$ cat src/rtl/load_extend_pipe_pkg.sv
// load_extend_pipe shared package: size codes and size-to-bytes helper.
// Imported by the interface users, the top and the ext_unit sub-module.
package load_extend_pipe_pkg;

  localparam logic [1:0] SZ_BYTE  = 2'b00;
  localparam logic [1:0] SZ_HALF  = 2'b01;
  localparam logic [1:0] SZ_WORD  = 2'b10;
  localparam logic [1:0] SZ_DWORD = 2'b11;

  function automatic logic [3:0] size_bytes(
    input logic [1:0] sz
  );
    logic [3:0] nb;
    nb = 4'd1;
    unique case (1'b1)
      (sz == SZ_BYTE):  nb = 4'd1;
      (sz == SZ_HALF):  nb = 4'd2;
      (sz == SZ_WORD):  nb = 4'd4;
      (sz == SZ_DWORD): nb = 4'd8;
      default:          nb = 4'd1;
    endcase
    return nb;
  endfunction

endpackage

$ cat src/rtl/load_extend_pipe_if.sv
// load_extend_pipe bus: input beat (iValid/oReady, data, offset, size,
// sext) and output beat (oValid/iReady, oData, oErr); slave = the pipe.
interface load_extend_pipe_if #(
  parameter int DATA_W = 32
);
  localparam int OFF_W = $clog2(DATA_W/8);

  logic              iValid;
  logic              oReady;
  logic [DATA_W-1:0] iData;
  logic [OFF_W-1:0]  iOff;
  logic [1:0]        iSize;
  logic              iSext;
  logic              oValid;
  logic              iReady;
  logic [DATA_W-1:0] oData;
  logic              oErr;

  modport slave (
    input  iValid, iData, iOff, iSize, iSext, iReady,
    output oReady, oValid, oData, oErr
  );

  modport master (
    output iValid, iData, iOff, iSize, iSext, iReady,
    input  oReady, oValid, oData, oErr
  );

endinterface

$ cat src/rtl/load_extend_pipe_ext_unit.sv
// ext_unit: combinational sign/zero extender of a low-aligned lane.
// lane_i/size_i/sext_i in, data_o (DATA_W) out; lanes >= DATA_W pass through.
module ext_unit
  import load_extend_pipe_pkg::*;
#(
  parameter int DATA_W = 32
) (
  input  logic [DATA_W-1:0] lane_i,
  input  logic [1:0]        size_i,
  input  logic              sext_i,
  output logic [DATA_W-1:0] data_o
);

  localparam int IDX_W = $clog2(DATA_W);

  logic [6:0]        nbits;
  logic [DATA_W-1:0] hi_mask;
  logic              sbit;

  always_comb begin
    nbits   = {size_bytes(size_i), 3'b000};
    hi_mask = '0;
    sbit    = 1'b0;
    data_o  = lane_i;
    if (int'(nbits) < DATA_W) begin
      hi_mask = {DATA_W{1'b1}} << nbits;
      sbit    = lane_i[IDX_W'(nbits - 7'd1)];
      data_o  = (lane_i & ~hi_mask)
              | (hi_mask & {DATA_W{sext_i & sbit}});
    end
  end

endmodule

$ cat src/rtl/load_extend_pipe.sv
// load_extend_pipe: 2-stage valid/ready load aligner + extender.
// iClk/iRst_n, bus (slave modport); LOAD_EXT_TRI_EN adds iBusEn/oTriData.
module load_extend_pipe
  import load_extend_pipe_pkg::*;
#(
  parameter int DATA_W = 32
) (
  input  logic              iClk,
  input  logic              iRst_n,
`ifdef LOAD_EXT_TRI_EN
  input  logic              iBusEn,
  output wire [DATA_W-1:0]  oTriData,
`endif
  load_extend_pipe_if.slave bus
);

  localparam int OFF_W = $clog2(DATA_W/8);

  logic              v1_q, v1_d;
  logic              v2_q, v2_d;
  logic [DATA_W-1:0] lane_q, lane_d;
  logic [1:0]        size_q, size_d;
  logic              sext_q, sext_d;
  logic              err_q, err_d;
  logic [DATA_W-1:0] data_q, data_d;
  logic              oerr_q, oerr_d;

  logic              s1_ld;
  logic              s2_ld;
  logic [DATA_W-1:0] shifted;
  logic [3:0]        sb;
  logic              in_err;
  logic [DATA_W-1:0] ext_data;

  ext_unit #(
    .DATA_W (DATA_W)
  ) u_ext (
    .lane_i (lane_q),
    .size_i (size_q),
    .sext_i (sext_q),
    .data_o (ext_data)
  );

  always_comb begin
    s2_ld   = !v2_q || bus.iReady;
    s1_ld   = !v1_q || s2_ld;
    shifted = bus.iData >> {bus.iOff, 3'b000};
    sb      = size_bytes(bus.iSize);
    // offset must be a multiple of the access size
    in_err  = (|(bus.iOff & OFF_W'(sb - 4'd1)))
           || ((bus.iSize == SZ_DWORD) && (DATA_W == 32));

    v1_d   = v1_q;
    lane_d = lane_q;
    size_d = size_q;
    sext_d = sext_q;
    err_d  = err_q;
    if (s1_ld) begin
      v1_d = bus.iValid;
      if (bus.iValid) begin
        lane_d = shifted;
        size_d = bus.iSize;
        sext_d = bus.iSext;
        err_d  = in_err;
      end
    end

    v2_d   = v2_q;
    data_d = data_q;
    oerr_d = oerr_q;
    if (s2_ld) begin
      v2_d = v1_q;
      if (v1_q) begin
        data_d = err_q ? '0 : ext_data;
        oerr_d = err_q;
      end
    end
  end

  always_ff @(posedge iClk or negedge iRst_n) begin
    if (!iRst_n) begin
      v1_q   <= 1'b0;
      v2_q   <= 1'b0;
      lane_q <= '0;
      size_q <= SZ_BYTE;
      sext_q <= 1'b0;
      err_q  <= 1'b0;
      data_q <= '0;
      oerr_q <= 1'b0;
    end else begin
      v1_q   <= v1_d;
      v2_q   <= v2_d;
      lane_q <= lane_d;
      size_q <= size_d;
      sext_q <= sext_d;
      err_q  <= err_d;
      data_q <= data_d;
      oerr_q <= oerr_d;
    end
  end

  assign bus.oReady = s1_ld;
  assign bus.oValid = v2_q;
  assign bus.oData  = data_q;
  assign bus.oErr   = oerr_q;

`ifdef LOAD_EXT_TRI_EN
  assign oTriData = (v2_q && iBusEn) ? data_q
                                     : {DATA_W{1'bz}};
`endif

endmodule

$ cat src/flat_wrapper.sv
// flat-port wrapper written by rule: the top's interface ports become plain ports
module load_extend_pipe_flat import load_extend_pipe_pkg::*;
#(
  parameter int DATA_W = 32
)
  (iClk, iRst_n, bus_iValid, bus_iData, bus_iOff, bus_iSize, bus_iSext, bus_iReady, bus_oReady, bus_oValid, bus_oData, bus_oErr);
  load_extend_pipe_if #(.DATA_W(DATA_W)) bus_i ();
  input  logic iClk;
  input  logic iRst_n;
  input wire logic [$bits(bus_i.iValid)-1:0] bus_iValid;
  input wire logic [$bits(bus_i.iData)-1:0] bus_iData;
  input wire logic [$bits(bus_i.iOff)-1:0] bus_iOff;
  input wire logic [$bits(bus_i.iSize)-1:0] bus_iSize;
  input wire logic [$bits(bus_i.iSext)-1:0] bus_iSext;
  input wire logic [$bits(bus_i.iReady)-1:0] bus_iReady;
  output wire logic [$bits(bus_i.oReady)-1:0] bus_oReady;
  output wire logic [$bits(bus_i.oValid)-1:0] bus_oValid;
  output wire logic [$bits(bus_i.oData)-1:0] bus_oData;
  output wire logic [$bits(bus_i.oErr)-1:0] bus_oErr;
  assign bus_i.iValid = bus_iValid;
  assign bus_i.iData = bus_iData;
  assign bus_i.iOff = bus_iOff;
  assign bus_i.iSize = bus_iSize;
  assign bus_i.iSext = bus_iSext;
  assign bus_i.iReady = bus_iReady;
  assign bus_oReady = bus_i.oReady;
  assign bus_oValid = bus_i.oValid;
  assign bus_oData = bus_i.oData;
  assign bus_oErr = bus_i.oErr;
  load_extend_pipe #(.DATA_W(DATA_W)) u_core (.iClk(iClk), .iRst_n(iRst_n), .bus(bus_i));
endmodule
$ cat config.mk
export PLATFORM = sky130hd
export DESIGN_NAME = load_extend_pipe_flat
export DESIGN_NICKNAME = d
export VERILOG_FILES = /design/src/rtl/load_extend_pipe_pkg.sv /design/src/rtl/load_extend_pipe_if.sv /design/src/rtl/load_extend_pipe_ext_unit.sv /design/src/rtl/load_extend_pipe.sv /design/src/flat_wrapper.sv
export SDC_FILE = /design/constraint.sdc
export NUM_CORES = 1
export LEC_CHECK = 0
export ABC_CLOCK_PERIOD_IN_PS = 2050
export CELL_PAD_IN_SITES_DETAIL_PLACEMENT = 0
export CELL_PAD_IN_SITES_GLOBAL_PLACEMENT = 1
export CORE_UTILIZATION = 41
export CTS_CLUSTER_SIZE = 40
export DETAILED_ROUTE_END_ITERATION = 12
export GPL_TIMING_DRIVEN = 1
export PLACE_DENSITY_LB_ADDON = 0.1
export SKIP_CTS_REPAIR_TIMING = 1
export SLEW_MARGIN = 20
export SYNTH_ARGS = -nofsm -noshare
export SYNTH_HDL_FRONTEND = slang
export SYNTH_HIERARCHICAL = 1
export SYNTH_SLANG_ARGS = --single-unit
$ cat constraint.sdc
create_clock -name iClk -period 2.05 [get_ports iClk]
set_clock_uncertainty 0.05 [all_clocks]
set_input_delay 0.3075 -clock iClk [delete_from_list [all_inputs] [get_ports iClk]]
set_output_delay 0.3075 -clock iClk [all_outputs]
set_load 0.02 [all_outputs]
==> results of run 1 <==
kinds of logic (layout without fill, tap and decap cells):
kind of cell / after synthesis / count (layout)
AO/OA/AOI/OAI: 41 / 41
buffers and inverters: 33 / 105
flip-flops: 71 / 71
multiplexers: 94 / 94
AND/OR/NAND/NOR: 84 / 84
cell usage after synthesis:
cell type and n:
buf_2 6, nand2_2 1, nand2_1 25, buf_6 4, mux2i_1 32, o21ai_0 14
nand2b_4 1, a21o_1 8, a21oi_1 1, and2b_1 15, nand4bb_1 1, nor3_1 1
mux2_2 61, nor2_1 10, clkbuf_2 1, buf_12 1, clkbuf_1 13, mux2i_4 1
and4_1 8, dfrtp_1 71, nor2b_1 18, nand2b_1 3, buf_4 8, o2bb2ai_1 8
nand3b_1 1, o21ai_2 10
cell usage in the layout (no fill, tap or decap), drive strengths merged:
cell type	instances
clkdlybuf4s50	74
a21o	8
nor2b	18
nand2b	4
dlygate4sd3	1
clkinvlp	1
a21oi	1
clkinv	1
and4	8
bufinv	4
nor2	10
o21ai	24
clkbuf	10
nand4bb	1
mux2i	33
dfrtp	71
nor3	1
nand2	26
and2b	15
nand3b	1
buf	14
mux2	61
o2bb2ai	8
sequential cells by signal (all words and copies together) (netlist names):
| register | flops |
|---|---|
| u_core/v1_q | 1 |
| u_core/bus.oData | 32 |
| u_core/sext_q | 1 |
| u_core/bus.oErr | 1 |
| u_core/lane_q | 32 |
| u_core/bus.oValid | 1 |
| u_core/size_q | 2 |
| u_core/err_q | 1 |
report_power, final:
part           internal, mW  total [mW]  switching [mW]
Clock                 0.930        1.47           0.541
Combinational         0.699        1.28           0.584
Sequential             1.63        1.78           0.151
Total                  3.26        4.54            1.28
worst paths after layout:
| path | end | slack, ns | cells past startpoint | from |
|---|---|---|---|---|
| max in group asynchronous | u_core/bus.oData[25] | 1.16 | 3 | iRst_n |
| worst min register to register | u_core/lane_q[29] | 0.43 | 1 | u_core/lane_q[29] |
| worst max-delay path | bus_oReady | 0.14 | 3 | bus_iReady |
| worst min-delay path | u_core/lane_q[29] | 0.43 | 1 | u_core/lane_q[29] |
| worst max register to register | u_core/bus.oData[17] | 0.34 | 5 | u_core/size_q[0] |
| min in group asynchronous | u_core/bus.oData[15] | 0.46 | 3 | iRst_n |
layer usage:
metal	up-vias	part of all wire [%]	global-route usage (%)
met5	-	0	0
met4	0	1.3	7.922
met3	8	3.8	3.722
met2	64	44	28.49
met1	1257	51	26.11
li1	1254	-	-
layout make-up:
cell class / instances / area (µm²)
sequential: 71 / 1777
clock buffer: 10 / 127.6
clock inverter: 6 / 132.6
tap: 108 / 135.1
fill: 790 / 3949
timing repair buffer: 89 / 915.9
multi-input combinational: 219 / 1812
worst reg2reg max path, delay by kind of cell, from the launching register on:
family / cells / cell delay (ns)
AOI/OAI and AO/OA: 1 / 0.08
and+or+nand+nor: 1 / 0.16
DFF: 1 / 0.54
muxes: 2 / 0.58
buffers and inverters: 1 / 0.18
==> reports/results.tsv, run 1 <==
metric	value	unit
status	complete, but fails checks	
violations	DRC	
tns	0	ns
cts_buffer_depth	2	
p_leak	2.308	nW
clock_sinks	71	
critPathCaptureType	output port	
finalHoldWorstSlack	0.4275	ns
synth-seq-cells	71	
yosysWarnings	6	
numCtsBuffers	9	
critPathMaxFanout	3	
first_pass_iters	8	
synth_area_leaders	dfrtp_1 47%, mux2_2 18%, mux2i_1 8.4%	
post-route-drc-count	2	
antenna_left	0	
required	1.69	ns
port_buffers	75	
area_growth	29.03	%
die_w	98.24	µm
synthXorXnorAreaFrac	0	%
drt_wl_total	8197	µm
clock-root-buffer	clkbuf_8	
synth_cell_types	26	
timing.critical_path.mode_cell	clkdlybuf4s50_1	
grt_start_max_net_pins	72	
syn_inst	323	
grt_pass1_vias	2673	
synth_compound_area_share	7.710	%
first_iter_violations	70	
clock_latency	0.35	ns
vias	2583	
synthesis.area	0.003797	mm²
yosysSeqAreaShare	46.79	%
coreArea	0.008848	mm²
path_delay_family	buffers and inverters	
grt_usage	18.75	%
htree_levels	3	
antenna_cells	0	
synth_top_family_by_area	multiplexers	
final_area	0.004900	mm²
synth-adder-area-share	0	%
cap_violations	0	
fin_util	55.37	%
hp-class	reg -> reg	
setup_viol	0	
start_util	42.92	%
cts.clk_slew.worst_paths	0.07	ns
timing.fmax	0.5225	GHz
place.gp.congestion	0.8412	
path_class	in -> out	
synth_top_cell_area_share	46.79	%
finalPower	4.538	mW
nets	431	
cts_tree	built	
slew_headroom	52.51	%
cp-start-kind	input pin	
worst_slack	0.1360	ns
post-route-period-util	93.36	%
period_minus_slack	1.914	ns
dpl-instance-area	0.004629	mm²
drive_gt1_share	26.08	%
tightest_slew	0.7109	ns
pre_cts_ws	0.07721	ns
overflow	0	
yosys.area.top_type	dfrtp_1	
worst-path-buf-inv	2	
hpwl	5900	µm
cp_slowest_cell	clkdlybuf4s50_1	
critPathMaxStageDelay	0.63	ns
die-area	0.009651	mm²
yosys.area_share.simple	12.88	%
vdd_drop_max	411.9	µV
avgRoutedWirePerCell	16.30	µm
grt_pass1_wl	13840	µm
slew_viol_final	0	
antenna_found_initial	0	
die_h	98.24	µm
powerDensity	926.1	mW/mm²
synth_nets	364	
grt_setup_unrepaired	false	
place_inst	486	
cp.arrival	1.56	ns
avgSynthCellArea	11.76	µm²
finalHoldViolations	0	
row_count	34	
synth_mux_area_share	27.12	%
vias_per_cell	5.135	
layout.cells.non_filler	503	
ios	76	
path_cells	clkdlybuf4s50_1, nand3b_1, clkdlybuf4s50_1	
No activity file was read; power rests on OpenSTA's default activity.
==> run 2, diff against run 1 <==
REMOVE_ABC_BUFFERS = 1   (was default)
==> run 2 against run 1 <==
The flow still finishes with violations (DRC). Cell area down 0.66%. Combinational power up 3%. Total power down 9.2%. Non-clock buffer count up 4. Die area unchanged. Critical endpoint unchanged. Register-to-register slack better by 0.06 ns. Count of clock-buffer cells in the layout up 2.
==> reports/results.tsv, run 2 (same netlist as run 1, synthesis figures left out) <==
metric	value	unit	change
port_buffers	75		unchanged
critPathMaxStageDelay	0.63	ns	about the same
coreArea	0.008848	mm²	unchanged
cts.clk_slew.worst_paths	0.08	ns	about the same
post-route-period-util	93.35	%	about the same
avgRoutedWirePerCell	16.09	µm	-1.3%
slew_headroom	52.66	%	+0.16 points
cp_slowest_cell	clkdlybuf4s50_1		
clock_sinks	71		unchanged
cap_violations	0		unchanged
final_cell_mix	74 x clkdlybuf4s50_1, 71 x dfrtp_1, 61 x mux2_2, 32 x mux2i_1, 25 x nand2_1		
drive_gt1_share	26.88	%	+0.81 points
antenna_cells	0		unchanged
final_common_cell	clkdlybuf4s50_1		
row_count	34		unchanged
hp-class	in -> async		
period_minus_slack	1.914	ns	-0.0003320 ns
cts_buffer_depth	2		unchanged
grt_start_max_net_pins	34		-53%
required	1.69	ns	about the same
critPathMaxFanout	3		unchanged
antenna_left	0		unchanged
finalHoldViolations	0		unchanged
drt_wl_total	8142	µm	-0.67%
first_iter_violations	50		-29%
path_class	in -> out		
violations	DRC		
die_w	98.24	µm	unchanged
die-area	0.009651	mm²	unchanged
clock-root-buffer	clkbuf_8		
grt_pass1_vias	2703		+1.1%
timing.critical_path.mode_cell	clkdlybuf4s50_1		
ios	76		unchanged
first_pass_iters	10		+2
grt_setup_unrepaired	false		
path_cells	clkdlybuf4s50_1, nand3b_1, clkdlybuf4s50_1		
die_h	98.24	µm	unchanged
tns	0	ns	unchanged
vdd_drop_max	364.8	µV	-11%
area_growth	28.17	%	
grt_pass1_wl	13870	µm	+0.20%
antenna_found_initial	0		unchanged
powerDensity	846.9	mW/mm²	-8.6%
numCtsBuffers	9		unchanged
vias	2593		+0.39%
p_leak	2.300	nW	-0.32%
grt_usage	18.47	%	-0.27 points
cp-start-kind	input pin		
nets	435		+0.93%
cts_tree	built		
tightest_slew	0.7086	ns	-0.002337 ns
slew_viol_final	0		unchanged
clock_latency	0.35	ns	about the same
post-route-drc-count	2		unchanged
overflow	0		unchanged
status	complete, but fails checks		
cp.arrival	1.56	ns	about the same
start_util	42.92	%	unchanged
timing.fmax	0.5226	GHz	about the same
setup_viol	0		unchanged
hpwl	5876	µm	-0.40%
fin_util	55.01	%	-0.37 points
place.gp.congestion	0.8209		-2.4%
vias_per_cell	5.125		-0.21%
critPathCaptureType	output port		
htree_levels	3		unchanged
==> run 2: cell count changes in the layout (fill, tap and decap cells not counted), sizes merged <==
cell	before	now
buf	14	18
bufinv	4	0
clkbuf	10	12
clkinv	1	2
==> run 2: power by group <==
group          total (mW)  internal, mW  switching [mW]  leakage, nW
clock                1.05         0.528           0.517       0.0942
combinational        1.32         0.711           0.604         1.29
sequential           1.76          1.63           0.128        0.912
==> run 2: worst paths after layout <==
check                                  start                   end  slack (ns)  cells after the start
min reg2reg                u_core/lane_q[28]     u_core/lane_q[28]        0.43                      1
max in group asynchronous             iRst_n           u_core/v1_q        1.00                      3
max reg2reg                 u_core/lane_q[7]  u_core/bus.oData[17]        0.40                      5
min in group iClk          u_core/lane_q[28]     u_core/lane_q[28]        0.43                      1
min                                   iRst_n      u_core/lane_q[7]        0.39                      2
max                               bus_iReady            bus_oReady        0.14                      3
==> run 2: critical path: cells and delay by family <==
kind / cells / cell delay [ns]
buf+inv: 2 / 1.09
simple gates: 1 / 0.16
==> run 2: routing by layer <==
metal / GRT usage, % / vias to the layer above / wire (µm)
met5: 0 / - / 0
met4: 6.659 / 0 / 95
met3: 4.724 / 9 / 303
met2: 28.76 / 56 / 3810
met1: 24.92 / 1269 / 3932
li1: - / 1259 / -
==> run 2: stage by stage <==
stage / cells / hold slack (ns) / setup WS, ns / instance area, µm² / power (mW)
6_report: 506 / 0.3870 / 0.1364 / 4867 / 4.122
5_1_grt: 506 / 0.4060 / 0.08049 / 4867 / 4.353
4_1_cts: 505 / -0.1585 / 0.1334 / 4857 / 4.179
3_5_place_dp: 490 / 0.2259 / 0.1388 / 4674 / 3.121
3_3_place_gp: 490 / 0.2327 / 0.1362 / 4674 / 3.102
2_1_floorplan: 290 / -0.03809 / 0.08782 / 3588 / 2.483
==> run 2: cell type report <==
class | count | area, µm²
fill | 800 | 3981
multi-input combinational | 219 | 1812
sequential | 71 | 1777
timing repair buffer | 93 | 960.9
clock buffer | 12 | 165.2
tap | 108 | 135.1
clock inverter | 3 | 17.52
